[src/rtl/fetch_pkg.sv]
// Shared definitions for the fetch PC controller: PC width, reset vector,
// FSM state encoding and the IF/ID pipeline record.
package fetch_pkg;

  localparam int unsigned PC_W = 16;
  localparam logic [PC_W-1:0] RESET_VECTOR = 16'h0000;
  localparam logic [PC_W-1:0] PC_STEP = 16'h0002;

  typedef enum logic [1:0] {
    ST_IDLE  = 2'd0,
    ST_FETCH = 2'd1,
    ST_HALT  = 2'd2
  } fetch_state_e;

  typedef struct packed {
    logic [PC_W-1:0] pc_curr;
    logic [PC_W-1:0] pc_next;
    logic            pred_taken;
    logic [PC_W-1:0] pred_target;
    logic            valid;
  } if_id_t;

  // Sequential successor; the 16-bit result wraps 0xFFFE to 0x0000.
  function automatic logic [PC_W-1:0] pc_seq(input logic [PC_W-1:0] pc);
    return pc + PC_STEP;
  endfunction

endpackage

[src/rtl/if_id_pipe_reg.sv]
// IF/ID pipeline register: load on enable, synchronous clear (reset or flush)
// has priority over the load.
module if_id_pipe_reg
  import fetch_pkg::*;
(
  input  logic   clk,
  input  logic   rst,
  input  logic   en_i,
  input  logic   clr_i,
  input  if_id_t d_i,
  output if_id_t q_o
);

  if_id_t if_id_q;

  // NOTE: sequential state is written with <= so every flop samples the
  // pre-edge values, independent of block evaluation order.
  always_ff @(posedge clk) begin
    if (rst || clr_i) begin
      if_id_q <= '0;
    end else if (en_i) begin
      if_id_q <= d_i;
    end
  end

  assign q_o = if_id_q;

endmodule

[src/rtl/fetch_pc_ctrl.sv]
// Fetch-stage PC controller with branch prediction redirect, stall handling
// and HLT freeze. Define BRANCH_STATS_EN to add saturating branch counters.
module fetch_pc_ctrl
  import fetch_pkg::*;
(
  input  logic            clk,
  input  logic            rst,
  input  logic            stall,
  input  logic            predicted_taken,
  input  logic            btb_hit,
  input  logic [PC_W-1:0] predicted_target,
  input  logic            ID_branch,
  input  logic            ID_actual_taken,
  input  logic [PC_W-1:0] ID_actual_target,
  input  logic            ID_halt,
  output logic [PC_W-1:0] PC_curr,
  output logic [PC_W-1:0] IF_ID_PC_curr,
  output logic [PC_W-1:0] IF_ID_PC_next,
  output logic            IF_ID_predicted_taken,
  output logic [PC_W-1:0] IF_ID_predicted_target,
  output logic            IF_ID_valid,
  output logic            BHT_wen,
  output logic            BTB_wen,
  output logic            actual_taken_out,
  output logic            flush,
  output logic            halted,
  output logic [15:0]     branch_count,
  output logic [15:0]     mispredict_count
);

  fetch_state_e    state_q, state_d;
  logic [PC_W-1:0] pc_q, pc_d;
  if_id_t          if_id_d, if_id_q;

  logic            active;
  logic            pred_hit;
  logic [PC_W-1:0] pc_seq_w;
  logic [PC_W-1:0] pred_next;
  logic            resolve;
  logic            mispredict;
  logic            halt_go;
  logic            if_id_en;
  logic            if_id_clr;

  assign active    = (state_q != ST_HALT);
  assign pred_hit  = predicted_taken && btb_hit;
  assign pc_seq_w  = pc_seq(pc_q);
  assign pred_next = pred_hit ? predicted_target : pc_seq_w;

  assign resolve    = active && if_id_q.valid && ID_branch && !stall;
  assign mispredict = resolve &&
                      ((ID_actual_taken != if_id_q.pred_taken) ||
                       (ID_actual_taken && (ID_actual_target != if_id_q.pred_target)));
  assign halt_go    = (state_q == ST_FETCH) && if_id_q.valid && ID_halt &&
                      !stall && !mispredict;

  // NOTE: every always_comb output gets a default first so no path can
  // leave it unassigned and infer a latch.
  always_comb begin
    state_d = state_q;
    unique case (state_q)
      ST_IDLE:  state_d = ST_FETCH;
      ST_FETCH: if (halt_go) state_d = ST_HALT;
      ST_HALT:  state_d = ST_HALT;
      default:  state_d = ST_IDLE;
    endcase
  end

  always_comb begin
    pc_d = pc_q;
    if (active) begin
      if (mispredict) begin
        pc_d = ID_actual_taken ? ID_actual_target : if_id_q.pc_next;
      end else if (!stall) begin
        pc_d = pred_next;
      end
    end
  end

  // pc_next keeps the fall-through address so a wrongly-taken prediction
  // can recover to the sequential path.
  always_comb begin
    if_id_d.pc_curr     = pc_q;
    if_id_d.pc_next     = pc_seq_w;
    if_id_d.pred_taken  = pred_hit;
    if_id_d.pred_target = predicted_target;
    if_id_d.valid       = 1'b1;
  end

  assign if_id_en  = !stall || mispredict;
  assign if_id_clr = mispredict || halt_go || !active;

  always_ff @(posedge clk) begin
    if (rst) begin
      state_q <= ST_IDLE;
      pc_q    <= RESET_VECTOR;
    end else begin
      state_q <= state_d;
      pc_q    <= pc_d;
    end
  end

  if_id_pipe_reg u_if_id (
    .clk   (clk),
    .rst   (rst),
    .en_i  (if_id_en),
    .clr_i (if_id_clr),
    .d_i   (if_id_d),
    .q_o   (if_id_q)
  );

`ifdef BRANCH_STATS_EN
  logic [15:0] branch_count_q, mispredict_count_q;

  always_ff @(posedge clk) begin
    if (rst) begin
      branch_count_q     <= '0;
      mispredict_count_q <= '0;
    end else begin
      if (resolve && (branch_count_q != 16'hFFFF)) begin
        branch_count_q <= branch_count_q + 16'd1;
      end
      if (mispredict && (mispredict_count_q != 16'hFFFF)) begin
        mispredict_count_q <= mispredict_count_q + 16'd1;
      end
    end
  end

  assign branch_count     = branch_count_q;
  assign mispredict_count = mispredict_count_q;
`else
  assign branch_count     = 16'h0000;
  assign mispredict_count = 16'h0000;
`endif

  assign PC_curr                = pc_q;
  assign IF_ID_PC_curr          = if_id_q.pc_curr;
  assign IF_ID_PC_next          = if_id_q.pc_next;
  assign IF_ID_predicted_taken  = if_id_q.pred_taken;
  assign IF_ID_predicted_target = if_id_q.pred_target;
  assign IF_ID_valid            = if_id_q.valid;

  assign BHT_wen          = resolve;
  assign BTB_wen          = resolve && ID_actual_taken &&
                            (!if_id_q.pred_taken || (ID_actual_target != if_id_q.pred_target));
  assign actual_taken_out = ID_actual_taken;
  assign flush            = mispredict;
  assign halted           = (state_q == ST_HALT);

endmodule

[config.mk]
export PLATFORM = sky130hd
export DESIGN_NAME = fetch_pc_ctrl
export DESIGN_NICKNAME = d
export VERILOG_FILES = /design/src/rtl/fetch_pkg.sv /design/src/rtl/if_id_pipe_reg.sv /design/src/rtl/fetch_pc_ctrl.sv
export SDC_FILE = /design/constraint.sdc
export NUM_CORES = 1
export LEC_CHECK = 0
export ABC_AREA = 1
export CORE_MARGIN = 2
export CORE_UTILIZATION = 45
export CTS_CLUSTER_SIZE = 16
export DETAILED_ROUTE_END_ITERATION = 7
export GPL_ROUTABILITY_DRIVEN = 0
export GPL_TIMING_DRIVEN = 0
export PLACE_DENSITY = 0.85
export SYNTH_ARGS = -nofsm -noshare
export SYNTH_HDL_FRONTEND = slang
export SYNTH_SLANG_ARGS = --single-unit
[constraint.sdc]
create_clock -name clk -period 2.1 [get_ports clk]
set_input_delay 0.42 -clock clk [delete_from_list [all_inputs] [get_ports clk]]
set_output_delay 0.42 -clock clk [all_outputs]
set_load 0.02 [all_outputs]
==> results.md, run 1 <==
* Leakage power figure at 2.62 nW
* Crit path max fanout at 3
* Hold_ws at 404 ps
* Internal at 0.00293 W
* Fmax at 0.461 GHz
* H-tree depth at 3
* CTS Buf Count at 9
* Synth Register Bits at 67
* Root Buffer: clkbuf_8
* Drt pass-1 iters at 6
* Max IR drop VDD at 491 uV
* CTS sink count at 67
* Diodes inserted at 0
* I/O Buffers at 108
* Part of the power in registers at 0.351
* Clock skew at 14.4 ps
* Full die area at 9590 sq um
* Clock-pin slew on the worst setup and hold paths at 80 ps
* Worst path arrival time at 1750 ps
* Share of layout cells above drive strength 1 at 0.158
* Simple-gate share of the synthesized area at 0.345
* Core Rows at 34
* Power Total at 0.00456 W
* Hold depth at 2
* Mapped Area at 3970 sq um
* Commonest non-fill, non-tap cells in the layout: nand2_1, clkdlybuf4s50_1, nor2_1
* Largest net degree at the start of global routing at 13
* Clk_lat worst skew at 370 ps
* RSZ-0062 raised after global routing: true
* FILL cells at 717
* Vias in the first global route at 4391
* Slowest stage cell, crit path: dfxtp_1
* Congestion Overflow GR at 0
* Synth Area in Adders at 0.0126
* Non-Filler Instances at 893
* CP required at 1680 ps
* TritonCTS clock tree: built
* Crit path cell chain: xnor2_1 > nand3_1 > nor2_1 > nand3_1 > nand2_2 > nand2_8 > buf_6 > buf_6
* Worst hold endpoint: PC_curr[1]
* Failing checks: negative setup slack
* I/O pins at 143
* Met2 usage at 0.445
* Setup violations, final at 2
* Post-DP HPWL at 9.87 mm
* Status: finished with violations
* R2R setup slack at 60 ps
* Mux cell area share after synthesis at 0.0378
* CTS max path bufs at 2
* Worst path buffer plus inverter count at 2
* Setup crit end kind: output pin
* DRC Markers at 0
* Hold_sp: rst
* Die X at 97.9 um
* DR iter-0 viols at 566
* Met3 Resource Use GR at 0.0823
* Synth Area in XOR/XNOR at 0.0132
* Met1 usage at 0.353
* Routed via count at 4740
* Pre-CTS WS at -994 ps
* Sw Ratio at 0.357
* Worst r2r src: u_if_id.q_o[16]
* Crit share post-route at 1.03
* Reg2reg end: u_if_id.q_o[19]
* Worst slew margin at 0.464
* Core Region at 8640 sq um
* Final Hold Viols at 0
* Max incr delay on CP at 420 ps
* Initial Util at 0.460
* Kind of critical path: reg2out
* Clock network power share at 0.301
* Share of the yosys chip area belonging to registers at 0.338
* CP top delay family: simple AND/OR/NAND/NOR gates
* Global-route usage over all layers at 0.281
* Dpl cells at 864
* Die H at 97.9 um
* Comb pwr share at 0.348
* DR WL/cell at 15.5 um
* Post-Syn Instances at 617
* Synth Area per Inst at 6.43 sq um
* Vias per Instance at 5.31
* Yosys warns at 0
* DRT Wirelength at 13.8 mm
* Fin Setup TNS at -118 ps
* Most used routing layer: met2
* Largest family of logic cells by synthesized area: simple AND/OR/NAND/NOR gates
* Hold/Removal Path Class: in2reg
* Area Growth Syn to Fin at 44.1%
* Least-Margin Pin Slew at 804 ps
* Compound-Gate Fraction of Synth Area at 0.0952
* Final Max Tran Viols at 0
* Cell variety after synth at 29
* Antenna violations before repair at 0
* FF-to-FF path depth at 11
* Min Tclk post-route at 2170 ps
* Commonest non-fill, non-tap cell in the layout: nand2_1
* CP startpoint kind: flop
* Antenna Nets Post-Route at 0
* Global-route wire length before repair at 21.5 mm
* FF/Latch Area at 1360 sq um
* Worst setup margin at -69.0 ps
* Pwr dens at 798 nW/um^2
* CTS Hold Bufs at 0
* Nets at 824
* Psw at 0.00163 W
* MaxCap Viol Count at 0
* Multi-input logic area at 2170 sq um
-- logic make-up (layout without fill, tap and decap cells) --
| kind of cell | Yosys count | after routing |
|---|---|---|
| AO/OA/AOI/OAI | 74 | 74 |
| XOR/XNOR | 6 | 6 |
| adder cells (fa/ha/maj) | 4 | 4 |
| buffers and inverters | 125 | 262 |
| flip-flops | 67 | 67 |
| multiplexers | 15 | 15 |
| other | 1 | 32 |
| AND/OR/NAND/NOR | 325 | 325 |
-- stage by stage --
| stage | util | instance area [sq um] |
|---|---|---|
| after floorplan | - | 4090 |
| after global placement | 0.614 | 5300 |
| after detailed placement | 0.614 | 5300 |
| after CTS | 0.655 | 5650 |
| after global routing | 0.662 | 5720 |
| final | 0.662 | 5720 |
-- sequential cells by signal (all words and copies together) (netlist names) --
register	count
state_q	2
PC_curr	16
u_if_id.q_o	49
-- cell type report --
cell class | count | share of cell area
Multi-Input combinational cell | 456 | 0.380
Sequential cell | 67 | 0.237
Clock inverter | 6 | 0.0197
Buffer | 61 | 0.0698
Inverter | 63 | 0.0422
Tap cell | 108 | 0.0236
Timing Repair Buffer | 122 | 0.204
Clock buffer | 10 | 0.0241
-- layer usage --
layer  routed length [um]  part of all wire
met4                  531             0.038
met1                 5450              0.39
met5                    0                 0
met3                 1780              0.13
met2                 6040              0.44
-- synth_stat cells --
master      n  area (sq um)
ha_1        4          50.1
nor3_2      1          10.0
nand2_2     1          6.26
mux2i_1    15           150
a21oi_1    21           105
clkbuf_1   13          48.8
nor2_1     68           255
nand3_1    54           270
nor2_2     10          62.6
nand2_1   180           676
inv_1      60           225
o21bai_1    1          7.51
a21boi_0    1          7.51
buf_1       4          15.0
buf_6       2          22.5
a21boi_1    1          7.51
buf_2       8          40.0
nand4_1     7          43.8
xnor2_1     2          17.5
nand3b_1    2          15.0
xor2_1      4          35.0
nor2_4      1          11.3
nand3_4     1          17.5
clkinv_1    2          7.51
buf_4      35           263
dfxtp_1    67          1340
o21ai_0    50           250
conb_1      1          3.75
inv_2       1          3.75
-- how the worst max path moves through the flow --
stage / depth (start not counted) / startpoint / slack [ps] / to
4_1_cts: 12 / u_if_id.q_o[12] / -120 / BTB_wen
3_3_place_gp: 13 / ID_actual_target[13] / -970 / BTB_wen
6_report: 8 / u_if_id.q_o[16] / -70 / flush
2_1_floorplan: 9 / state_q[0] / 8 / BTB_wen
5_1_grt: 11 / u_if_id.q_o[9] / -110 / flush
3_5_place_dp: 13 / ID_actual_target[13] / -990 / BTB_wen
-- power groups by stage --
stage                     clock, W  sequential [W]  combinational, W
after floorplan                  0         0.00174          0.000749
after global placement           0         0.00160           0.00144
after detailed placement         0         0.00160           0.00148
after CTS                  0.00137         0.00159           0.00152
after global routing       0.00143         0.00162           0.00171
final                      0.00137         0.00160           0.00159
-- repair_timing --
item                                   CTS  global route
setup buffers                            7             7
endpoints found under the hold margin    0             0
resized for setup                       61            16
pin swaps                               14            11
setup endpoints to repair               56            34
Power figures use the tool's default switching activity.
==> inputs of run 2 (changes only) <==
Settings changed: CORE_UTILIZATION 45 to 30, PLACE_DENSITY 0.85 to 0.62.
==> results.md, run 2 (synthesis results as in run 1) <==
* Status: finished with violations
* Failing checks: negative setup slack
* Least-Margin Pin Slew at 852 ps
* Max IR drop VDD at 377 uV
* Core Region at 13100 sq um
* Worst slew margin at 0.432
* Setup violations, final at 2
* Crit path cell chain: a21boi_1 > nand3_1 > nor2_2 > nand3_2 > nand2_2 > buf_6 > buf_8 > inv_4 > buf_6
* CP required at 1680 ps
* Min Tclk post-route at 2160 ps
* Fin Setup TNS at -69.0 ps
* I/O pins at 143
* Full die area at 14200 sq um
* Kind of critical path: reg2out
* Initial Util at 0.303
* Largest net degree at the start of global routing at 12
* Clock network power share at 0.332
* Post-DP HPWL at 10.9 mm
* Final Max Tran Viols at 0
* CTS Hold Bufs at 0
* Core Rows at 42
* Crit share post-route at 1.03
* Comb pwr share at 0.331
* Crit path max fanout at 4
* Routed via count at 4338
* Die H at 119 um
* H-tree depth at 3
* CP startpoint kind: flop
* Worst setup margin at -62.7 ps
* Share of layout cells above drive strength 1 at 0.160
* Worst path arrival time at 1740 ps
* Part of the power in registers at 0.336
* Global-route usage over all layers at 0.204
* DR iter-0 viols at 337
* DRT Wirelength at 14.7 mm
* CTS sink count at 67
* Antenna Nets Post-Route at 0
* Worst path buffer plus inverter count at 4
* Die X at 119 um
* Psw at 0.00164 W
* DR WL/cell at 15.3 um
* Nets at 821
* Clock skew at 5.66 ps
* Max incr delay on CP at 380 ps
* Internal at 0.00312 W
* Global-route wire length before repair at 22.5 mm
* Congestion Overflow GR at 0
* Commonest non-fill, non-tap cells in the layout: nand2_1, clkdlybuf4s50_1, nor2_1
* TritonCTS clock tree: built
* Multi-input logic area at 2180 sq um
* Drt pass-1 iters at 5
* Core Util, Final at 0.448
* Cell mode on critical path: buf_6
* Power Total at 0.00476 W
* Max reg flops at 49
* Setup crit end kind: output pin
* Antenna violations before repair at 0
* Diodes inserted at 0
* Vias per Instance at 4.53
* Sw Ratio at 0.344
* Pwr dens at 813 nW/um^2
* Root Buffer: clkbuf_16
* CTS max path bufs at 2
* Hold/Removal Path Class: in2reg
* FF/Latch Area at 1360 sq um
* Clock-pin slew on the worst setup and hold paths at 60 ps
* CP top delay family: simple AND/OR/NAND/NOR gates
* RSZ-0062 raised after global routing: true
* Commonest non-fill, non-tap cell in the layout: nand2_1
* MaxCap Viol Count at 0
* Clk_lat worst skew at 330 ps
* FILL cells at 1417
* CTS Buf Count at 9
* Leakage power figure at 2.64 nW
* Vias in the first global route at 4022
* DRC Markers at 0
* Hold_ws at 455 ps
* Slowest stage cell, crit path: dfxtp_4
* Final Hold Viols at 0
* Area Growth Syn to Fin at 47.7%
* I/O Buffers at 108
* Fmax at 0.462 GHz
run 2: cell count changes in the layout (fill, tap and decap cells not counted), moves of 2 or more:
cell	change
buf_4	-4
bufinv_16	-2
clkbuf_16	+9
clkbuf_8	-7
clkinv_4	-2
clkinvlp_4	+2
dfxtp_1	-2
dfxtp_2	+2
dlygate4sd2_1	-2
inv_1	+4
inv_2	-3
nor2_1	-2
nor2_2	+2
run 2: layout make-up:
class                   instances  area share
well taps                     176      0.0376
flip-flops and latches         67       0.232
inverters                      63      0.0414
clock buffers                  12      0.0455
clock inverters                 4     0.00811
plain buffers                  62      0.0704
repair buffers                118       0.194
multi-input cells             456       0.372
run 2: worst paths after layout:
| kind | slack (ps) | cells past startpoint | end | start |
|---|---|---|---|---|
| min reg2reg | 510 | 2 | PC_curr[15] | PC_curr[15] |
| min | 450 | 2 | PC_curr[1] | rst |
| max reg2reg | 80 | 12 | u_if_id.q_o[5] | u_if_id.q_o[17] |
| max | -60 | 9 | BTB_wen | u_if_id.q_o[17] |
run 2: metal layers:
metal  track usage  share of wire
met4        0.0580          0.022
met2         0.323           0.45
met5             0              0
met3        0.0580          0.086
met1         0.271           0.45
run 2: power by group through the flow:
| stage | Clock [W] | Sequential, W | Combinational, W |
|---|---|---|---|
| global route | 0.00166 | 0.00162 | 0.00171 |
| detailed placement | 0 | 0.00161 | 0.00151 |
| finish | 0.00158 | 0.00160 | 0.00158 |
| floorplan | 0 | 0.00174 | 0.000749 |
| global placement | 0 | 0.00161 | 0.00150 |
| CTS | 0.00160 | 0.00160 | 0.00157 |
run 2: per-stage QoR:
step | area [sq um] | setup slack (ps) | std cells
floorplan | 4090 | 7.53 | 648
CTS | 5820 | -26.8 | 957
detailed placement | 5390 | -1020 | 932
finish | 5860 | -62.7 | 958
global placement | 5390 | -1000 | 932
global route | 5860 | -136 | 958
run 2: worst register-to-register path, stage by stage, from the launching register on:
cell,delay [ps]
dfxtp_4,380
a21boi_1,180
nand3_1,120
nor2_2,150
nand3_2,100
nand2_2,110
nand2_4,70
buf_4,180
nor3_2,100
nand2_1,120
buf_6,180
buf_6,170
nor2_2,100
run 2: repair_timing:
action / 4_1_cts / 5_1_grt
buffers inserted: 9 / 1
gates cloned: 0 / 0
endpoints found under the setup margin: 68 / 34
gates resized for setup: 63 / 18
pin swaps: 11 / 9
